--- src/rtl/imem_pkg.sv ---
// imem_pkg: shared state encoding and constants for the instruction memory controller.
// Boot ROM length and table exist only when IMEM_BOOT_ROM_EN is defined.
package imem_pkg;

  typedef enum logic [2:0] {
`ifdef IMEM_BOOT_ROM_EN
    ST_BOOT      = 3'd0,
`endif
    ST_WAIT_LOAD = 3'd1,
    ST_DRAIN     = 3'd2,
    ST_LOAD      = 3'd3,
    ST_RUN       = 3'd4
  } imem_state_e;

  localparam logic [31:0] NOP_WORD_DEF = 32'h0000_0000;

`ifdef IMEM_BOOT_ROM_EN
  localparam int BOOT_LEN = 4;
  localparam int BOOT_IW  = $clog2(BOOT_LEN);

  // MIPS-style encodings: add $2,$3,$4 / sub $2,$3,$4 / lw $2,4($3) / beq $3,$4,2
  function automatic logic [31:0] boot_word(input logic [BOOT_IW-1:0] sel);
    case (sel)
      BOOT_IW'(0): boot_word = 32'h0064_1020;
      BOOT_IW'(1): boot_word = 32'h0064_1022;
      BOOT_IW'(2): boot_word = 32'h8C62_0004;
      default:     boot_word = 32'h1064_0002;
    endcase
  endfunction
`endif

endpackage

--- src/rtl/imem_fsm.sv ---
// imem_fsm: sequencing state register for imem_ctrl; boot counter present with IMEM_BOOT_ROM_EN.
//   state     | meaning
//   BOOT      | copy boot table into words 1..BOOT_LEN, one per cycle
//   WAIT_LOAD | memory empty, waiting for the first loader beat
//   DRAIN     | one bubble between a loader request in RUN and LOAD
//   LOAD      | loader burst in progress
//   RUN       | fetch stage served from memory
module imem_fsm
  import imem_pkg::*;
(
  input  logic               clk,
  input  logic               rst,
  input  logic               i_ld_accept,
  input  logic               i_ld_last,
  input  logic               i_ld_valid,
`ifdef IMEM_BOOT_ROM_EN
  output logic [BOOT_IW-1:0] o_boot_cnt,
`endif
  output imem_state_e        o_state
);

  imem_state_e r_state;
`ifdef IMEM_BOOT_ROM_EN
  logic [BOOT_IW-1:0] r_boot_cnt;
  assign o_boot_cnt = r_boot_cnt;
`endif

  assign o_state = r_state;

  always_ff @(posedge clk or posedge rst) begin
    if (rst) begin
`ifdef IMEM_BOOT_ROM_EN
      r_state    <= ST_BOOT;
      r_boot_cnt <= BOOT_IW'(BOOT_LEN - 1);
`else
      r_state    <= ST_WAIT_LOAD;
`endif
    end else begin
      case (r_state)
`ifdef IMEM_BOOT_ROM_EN
        ST_BOOT: begin
          if (r_boot_cnt == '0) r_state <= ST_RUN;
          else                  r_boot_cnt <= r_boot_cnt - 1'b1;
        end
`endif
        ST_WAIT_LOAD: if (i_ld_accept) r_state <= i_ld_last ? ST_RUN : ST_LOAD;
        ST_LOAD:      if (i_ld_accept && i_ld_last) r_state <= ST_RUN;
        ST_RUN:       if (i_ld_valid) r_state <= ST_DRAIN;
        ST_DRAIN:     r_state <= ST_LOAD;
        default:      r_state <= ST_WAIT_LOAD;
      endcase
    end
  end

endmodule

--- src/rtl/imem_ctrl.sv ---
// imem_ctrl: arbitrates loader writes and fetch reads on a single-port instruction memory.
// Defining IMEM_BOOT_ROM_EN adds a boot table preload after reset.
module imem_ctrl
  import imem_pkg::*;
#(
  parameter int          DEPTH    = 32,
  parameter logic [31:0] NOP_WORD = NOP_WORD_DEF
) (
  input  logic                     clk,
  input  logic                     rst,
  input  logic                     fetch_req,
  input  logic [31:0]              pc,
  output logic [31:0]              inst,
  output logic                     inst_valid,
  output logic                     fetch_stall,
  output logic                     fetch_fault,
  input  logic                     ld_valid,
  output logic                     ld_ready,
  input  logic [$clog2(DEPTH)-1:0] ld_addr,
  input  logic [31:0]              ld_data,
  input  logic                     ld_last,
  output logic                     mem_we,
  output logic [$clog2(DEPTH)-1:0] mem_addr,
  output logic [31:0]              mem_wdata,
  input  logic [31:0]              mem_rdata
);

  localparam int AW = $clog2(DEPTH);

  imem_state_e w_state;
  logic        w_load_st;
  logic        w_run_st;
  logic        w_ld_accept;
  logic        w_pc_bad;
  logic        w_fetch_go;
  logic        w_fetch_drop;
  logic [31:0] r_inst;
  logic        r_inst_valid;
  logic        r_fetch_fault;
`ifdef IMEM_BOOT_ROM_EN
  logic [BOOT_IW-1:0] w_boot_cnt;
  logic               w_boot_st;
`endif

  imem_fsm u_fsm (
    .clk        (clk),
    .rst        (rst),
    .i_ld_accept(w_ld_accept),
    .i_ld_last  (ld_last),
    .i_ld_valid (ld_valid),
`ifdef IMEM_BOOT_ROM_EN
    .o_boot_cnt (w_boot_cnt),
`endif
    .o_state    (w_state)
  );

  // rst gates the handshake outputs so they read as idle while reset is held
  assign w_load_st    = (w_state == ST_WAIT_LOAD) || (w_state == ST_LOAD);
  assign w_run_st     = (w_state == ST_RUN);
  assign ld_ready     = w_load_st && !rst;
  assign w_ld_accept  = ld_valid && ld_ready;
  assign fetch_stall  = !w_run_st || ld_valid || rst;
  assign w_pc_bad     = (pc[1:0] != 2'b00) || ((pc >> (AW + 2)) != 32'd0);
  assign w_fetch_go   = w_run_st && fetch_req && !ld_valid && !rst;
  assign w_fetch_drop = w_run_st && fetch_req && ld_valid;
`ifdef IMEM_BOOT_ROM_EN
  assign w_boot_st    = (w_state == ST_BOOT) && !rst;
`endif

  always_comb begin
    mem_we    = 1'b0;
    mem_addr  = '0;
    mem_wdata = '0;
    if (w_ld_accept) begin
      mem_we    = 1'b1;
      mem_addr  = ld_addr;
      mem_wdata = ld_data;
    end
`ifdef IMEM_BOOT_ROM_EN
    else if (w_boot_st) begin
      mem_we    = 1'b1;
      mem_addr  = AW'(BOOT_LEN) - AW'(w_boot_cnt);
      mem_wdata = boot_word(BOOT_IW'(BOOT_LEN - 1) - w_boot_cnt);
    end
`endif
    else if (w_fetch_go && !w_pc_bad) begin
      mem_addr = pc[2 +: AW];
    end
  end

  always_ff @(posedge clk or posedge rst) begin
    if (rst) begin
      r_inst        <= NOP_WORD;
      r_inst_valid  <= 1'b0;
      r_fetch_fault <= 1'b0;
    end else begin
      r_inst_valid  <= w_fetch_go;
      r_fetch_fault <= w_fetch_go && w_pc_bad;
      if (w_fetch_go)        r_inst <= w_pc_bad ? NOP_WORD : mem_rdata;
      else if (w_fetch_drop) r_inst <= NOP_WORD;
    end
  end

  assign inst        = r_inst;
  assign inst_valid  = r_inst_valid;
  assign fetch_fault = r_fetch_fault;

endmodule

--- config.mk ---
export PLATFORM = sky130hd
export DESIGN_NAME = imem_ctrl
export DESIGN_NICKNAME = d
export VERILOG_FILES = /design/src/rtl/imem_pkg.sv /design/src/rtl/imem_fsm.sv /design/src/rtl/imem_ctrl.sv
export SDC_FILE = /design/constraint.sdc
export NUM_CORES = 1
export LEC_CHECK = 0
export BUFFER_PORTS_ARGS = -buffer_cell sky130_fd_sc_hd__buf_2
export CORE_MARGIN = 2
export CORE_UTILIZATION = 38
export CTS_CLUSTER_SIZE = 40
export DETAILED_ROUTE_END_ITERATION = 10
export MAX_ROUTING_LAYER = met4
export PLACE_DENSITY = 0.87
export SLEW_MARGIN = 20
export SYNTH_ARGS = -nofsm -noshare
export SYNTH_HDL_FRONTEND = slang
export SYNTH_SLANG_ARGS = --single-unit
--- constraint.sdc ---
create_clock -name clk -period 2.8 [get_ports clk]
set_clock_uncertainty 0.05 [all_clocks]
set_input_delay 0.28 -clock clk [delete_from_list [all_inputs] [get_ports clk]]
set_output_delay 0.28 -clock clk [all_outputs]
set_load 0.005 [all_outputs]
==> summary.log <==
qor: cts.max-clock-path-buffers 2
qor: floorplanning.die-width 71.2 um
qor: floorplanning.core_area 0.00435 mm^2
qor: timing.whs 0.0894 ns
qor: routing.via_per_inst 4.73
qor: logic_synthesis.seq_area_frac_synth 54.0%
qor: cells_and_area.drive_above_1_share 59.9%
qor: cts.clock_sinks 37
qor: logic_synthesis.netlist.top_cell.by_area sky130_fd_sc_hd__dfrtp_1
qor: floorplanning.die_height 71.2 um
qor: timing.final-max-slew-violation-count 0
qor: critical_path.worst-endpoint-arrival 1.93 ns
qor: logic_synthesis.syn_inst 146
qor: cells_and_area.layout.filler_cells 369
qor: routing.dr.pass1.iters 4
qor: floorplanning.io_pins 180
qor: cells_and_area.fin_nets 432
qor: timing.fmax 442 MHz
qor: cts.cts.reportedPaths.clkPinSlew 0.08 ns
qor: power_and_ir_drop.switching_share 24.6%
qor: status.result_of_the_run finished clean
qor: logic_synthesis.synth_nets 252
qor: cts.tritoncts yes
qor: floorplanning.std_cell_rows 24
qor: timing.setup_tns 0 ns
qor: flow_run.max_cap_violations 0
qor: routing.detail_route.wirelength 5.11 mm
qor: power_and_ir_drop.internal-power 0.803 mW
qor: logic_synthesis.synth-compound-area-share 21.3%
qor: cts.clk-insertion-delay-late 0.29 ns
qor: critical_path.path_delay_family simple AND/OR/NAND/NOR gates
qor: critical_path.path_buf_inv 1
qor: floorplanning.die-area 0.00507 mm^2
qor: logic_synthesis.synth.top_cells.by_area sky130_fd_sc_hd__dfrtp_1 (52%), sky130_fd_sc_hd__a22o_1 (19%), sky130_fd_sc_hd__and2_1 (12%)
qor: routing.route.detailed.wl_per_inst 13.5 um
qor: power_and_ir_drop.finalPower 1.06 mW
qor: critical_path.crit_slowest_cell sky130_fd_sc_hd__dfrtp_1
qor: cells_and_area.syn2layout_area_growth 59.6%
qor: power_and_ir_drop.clock_power_share 34.7%
qor: global_route.grt.overflow.total 0
qor: logic_synthesis.simple_gate_share_of_the_synthesized_area 20.2%
qor: logic_synthesis.synth_cell_types 22
qor: timing.setup_repair_after_global_routing_missed_its_margin false
qor: logic_synthesis.synth_warnings 0
qor: power_and_ir_drop.combPwrFrac 14.1%
qor: timing.timing.final.crit_share 80.7%
qor: cts.cts.root.buffer_cell sky130_fd_sc_hd__clkbuf_8
qor: logic_synthesis.synthMuxAreaShare 0.583%
qor: critical_path.cp_data_required_time 2.47 ns
qor: power_and_ir_drop.max-vdd-ir-drop 166 uV
qor: power_and_ir_drop.cellLeakagePower 1.68 nW
qor: timing.post-route-min-period 2.26 ns
qor: cts.holdBufCountCts 0
qor: routing.via_count 1793
qor: global_route.grt_max_degree 38
qor: logic_synthesis.syn-cell-area 0.00172 mm^2
qor: power_and_ir_drop.seq_power_share 51.2%
qor: critical_path.critical_path_class reg -> out
qor: critical_path.biggest_fanout_along_the_worst_timing_path 6
qor: global_route.grt_pass1_wl 7.92 mm
qor: cts.numCtsBuffers 5
qor: cts.post_cts_resize_count 0
qor: placement.place_ws 0.798 ns
qor: cts.ctsHtreeMaxLevel 2
qor: floorplanning.initial_util 39.5%
qor: routing.drcViolationCount 0
qor: placement.routabilityCongestion 0.806
qor: placement.port_buffers 179
qor: placement.detailedPlacementHpwl 4.13 mm
qor: global_route.grt_antenna_before_repair 0
qor: critical_path.worstSetupStartpointType flop
qor: timing.max_slew.worst_pin.slew 0.450 ns
qor: power_and_ir_drop.power.density_cell_area 388 mW/mm^2
qor: cts.post_cts.repair.setup_buffers 0
qor: timing.tightest_slew_margin_relative_to_the_limit 70.0%
qor: power_and_ir_drop.p_sw 0.262 mW
qor: timing.postLayoutSetupSlackWorst 0.540 ns
qor: critical_path.worstSetupEndpointType output pin
qor: logic_synthesis.adder_and_majority_gate_portion_of_the_synthesized_area 0%
qor: logic_synthesis.synth_top_area_share 52.4%
qor: cells_and_area.final_core_utilization 63.0%
qor: critical_path.cpPeakStageDelay 0.44 ns
qor: logic_synthesis.dominant_combinational_cell_family_by_area_after_synthesis compound AO/OA/AOI/OAI gates
qor: hold_path.hold_path.class in -> async
qor: logic_synthesis.synth-xor-area-share 0%
qor: logic_synthesis.synth.ff_latch_count 37
qor: routing.detail-route-antenna-nets 0
qor: timing.setup-violations-final 0
qor: logic_synthesis.avgSynthCellArea 11.8 um^2
qor: timing.finalHoldViolations 0
qor: cells_and_area.diodes 0
qor: global_route.grt.total_usage 20.2%
qor: critical_path.timing.critical_path.cells nor3b_4, and3_4, nor4b_4, a22o_1, buf_2
qor: routing.drt_first_iter_violations 88
qor: global_route.first_global_vias 1777
per-stage QoR:
stage          cell area (um^2)  cells
2_1_floorplan              1720    146
3_3_place_gp               2650    371
3_5_place_dp               2650    371
4_1_cts                    2740    379
5_1_grt                    2740    379
6_report                   2740    379
layout make-up:
| class | instances | area, um^2 | share of cell area (%) |
|---|---|---|---|
| Sequential cell | 37 | 927 | 33.8 |
| Timing Repair Buffer | 183 | 926 | 33.8 |
| Multi-Input combinational cell | 97 | 726 | 26.5 |
| Clock buffer | 5 | 68.8 | 2.51 |
| Tap cell | 52 | 65.1 | 2.37 |
| Clock inverter | 3 | 21.3 | 0.776 |
| Inverter | 2 | 7.51 | 0.274 |
cell usage after synthesis (all sizes together):
cell and count:
clkbuf 7, nor4b 1, o31a 1, nand2b 2, a22o 38, nor3 1
o211ai 1, dfrtp 36, mux2i 1, dfstp 1, and2 32, a21oi 2
nand3 1, and3 1, o22ai 1, nand2 3, buf 3, nor4 6
nor3b 2, nor2 4, inv 2
cells by family after synthesis:
family                 count (synthesis)
AO/OA/AOI/OAI                         43
AND/OR/NAND/NOR                       53
buffers and inverters                 12
flip-flops                            37
multiplexers                           1
power groups by stage:
| stage | clock, mW | sequential (mW) | combinational, mW |
|---|---|---|---|
| floorplan | 0 | 0.554 | 0.0489 |
| global placement | 0 | 0.555 | 0.149 |
| detailed placement | 0 | 0.555 | 0.152 |
| CTS | 0.388 | 0.545 | 0.153 |
| global route | 0.415 | 0.545 | 0.169 |
| finish | 0.369 | 0.545 | 0.150 |
sequential cells by signal (all words and copies together) (netlist names):
name / cells
fetch_fault: 1
inst: 32
inst_valid: 1
u_fsm.o_state: 3
metal layers:
metal  vias up  routed length, um  global-route usage, %
li1        894                  -                      -
met1       800               1920                   23.0
met2        91               2730                   35.5
met3         8                385                   3.80
met4         0                 74                   7.34
met5         -                  0                      -
cell usage in the layout (no fill, tap or decap), drive strengths merged:
cell / synthesis / layout
buf: 3 / 183
a22o: 38 / 38
dfrtp: 36 / 36
and2: 32 / 32
nor4: 6 / 6
clkbuf: 7 / 5
nor2: 4 / 4
nand2: 3 / 3
inv: 2 / 3
nand2b: 2 / 2
a21oi: 2 / 2
nor3b: 2 / 2
o211ai: 1 / 1
nor3: 1 / 1
nand3: 1 / 1
and3: 1 / 1
nor4b: 1 / 1
o31a: 1 / 1
mux2i: 1 / 1
o22ai: 1 / 1
clkinv: 0 / 1
clkinvlp: 0 / 1
dfstp: 1 / 1
path summary, 6_finish.rpt:
path	startpoint	to	slack, ns	depth (start not counted)
setup / recovery	u_fsm.o_state[1]	mem_addr[2]	0.54	5
hold / removal	rst	u_fsm.o_state[2]	0.09	3
setup reg to reg	u_fsm.o_state[1]	inst[16]	0.78	5
hold reg to reg	inst[23]	inst[23]	0.45	1
max in group asynchronous	rst	u_fsm.o_state[0]	2.27	3
min in group clk	ld_last	u_fsm.o_state[0]	0.12	2
worst reg2reg max path, stage by stage, from the launching register on:
cell                      delay [ns]
sky130_fd_sc_hd__dfrtp_1        0.44
sky130_fd_sc_hd__nor3b_4        0.30
sky130_fd_sc_hd__and3_4         0.24
sky130_fd_sc_hd__nor4b_4        0.33
sky130_fd_sc_hd__buf_4          0.39
sky130_fd_sc_hd__a22o_1         0.21
Note: power is estimated with default switching activity, not from simulation.
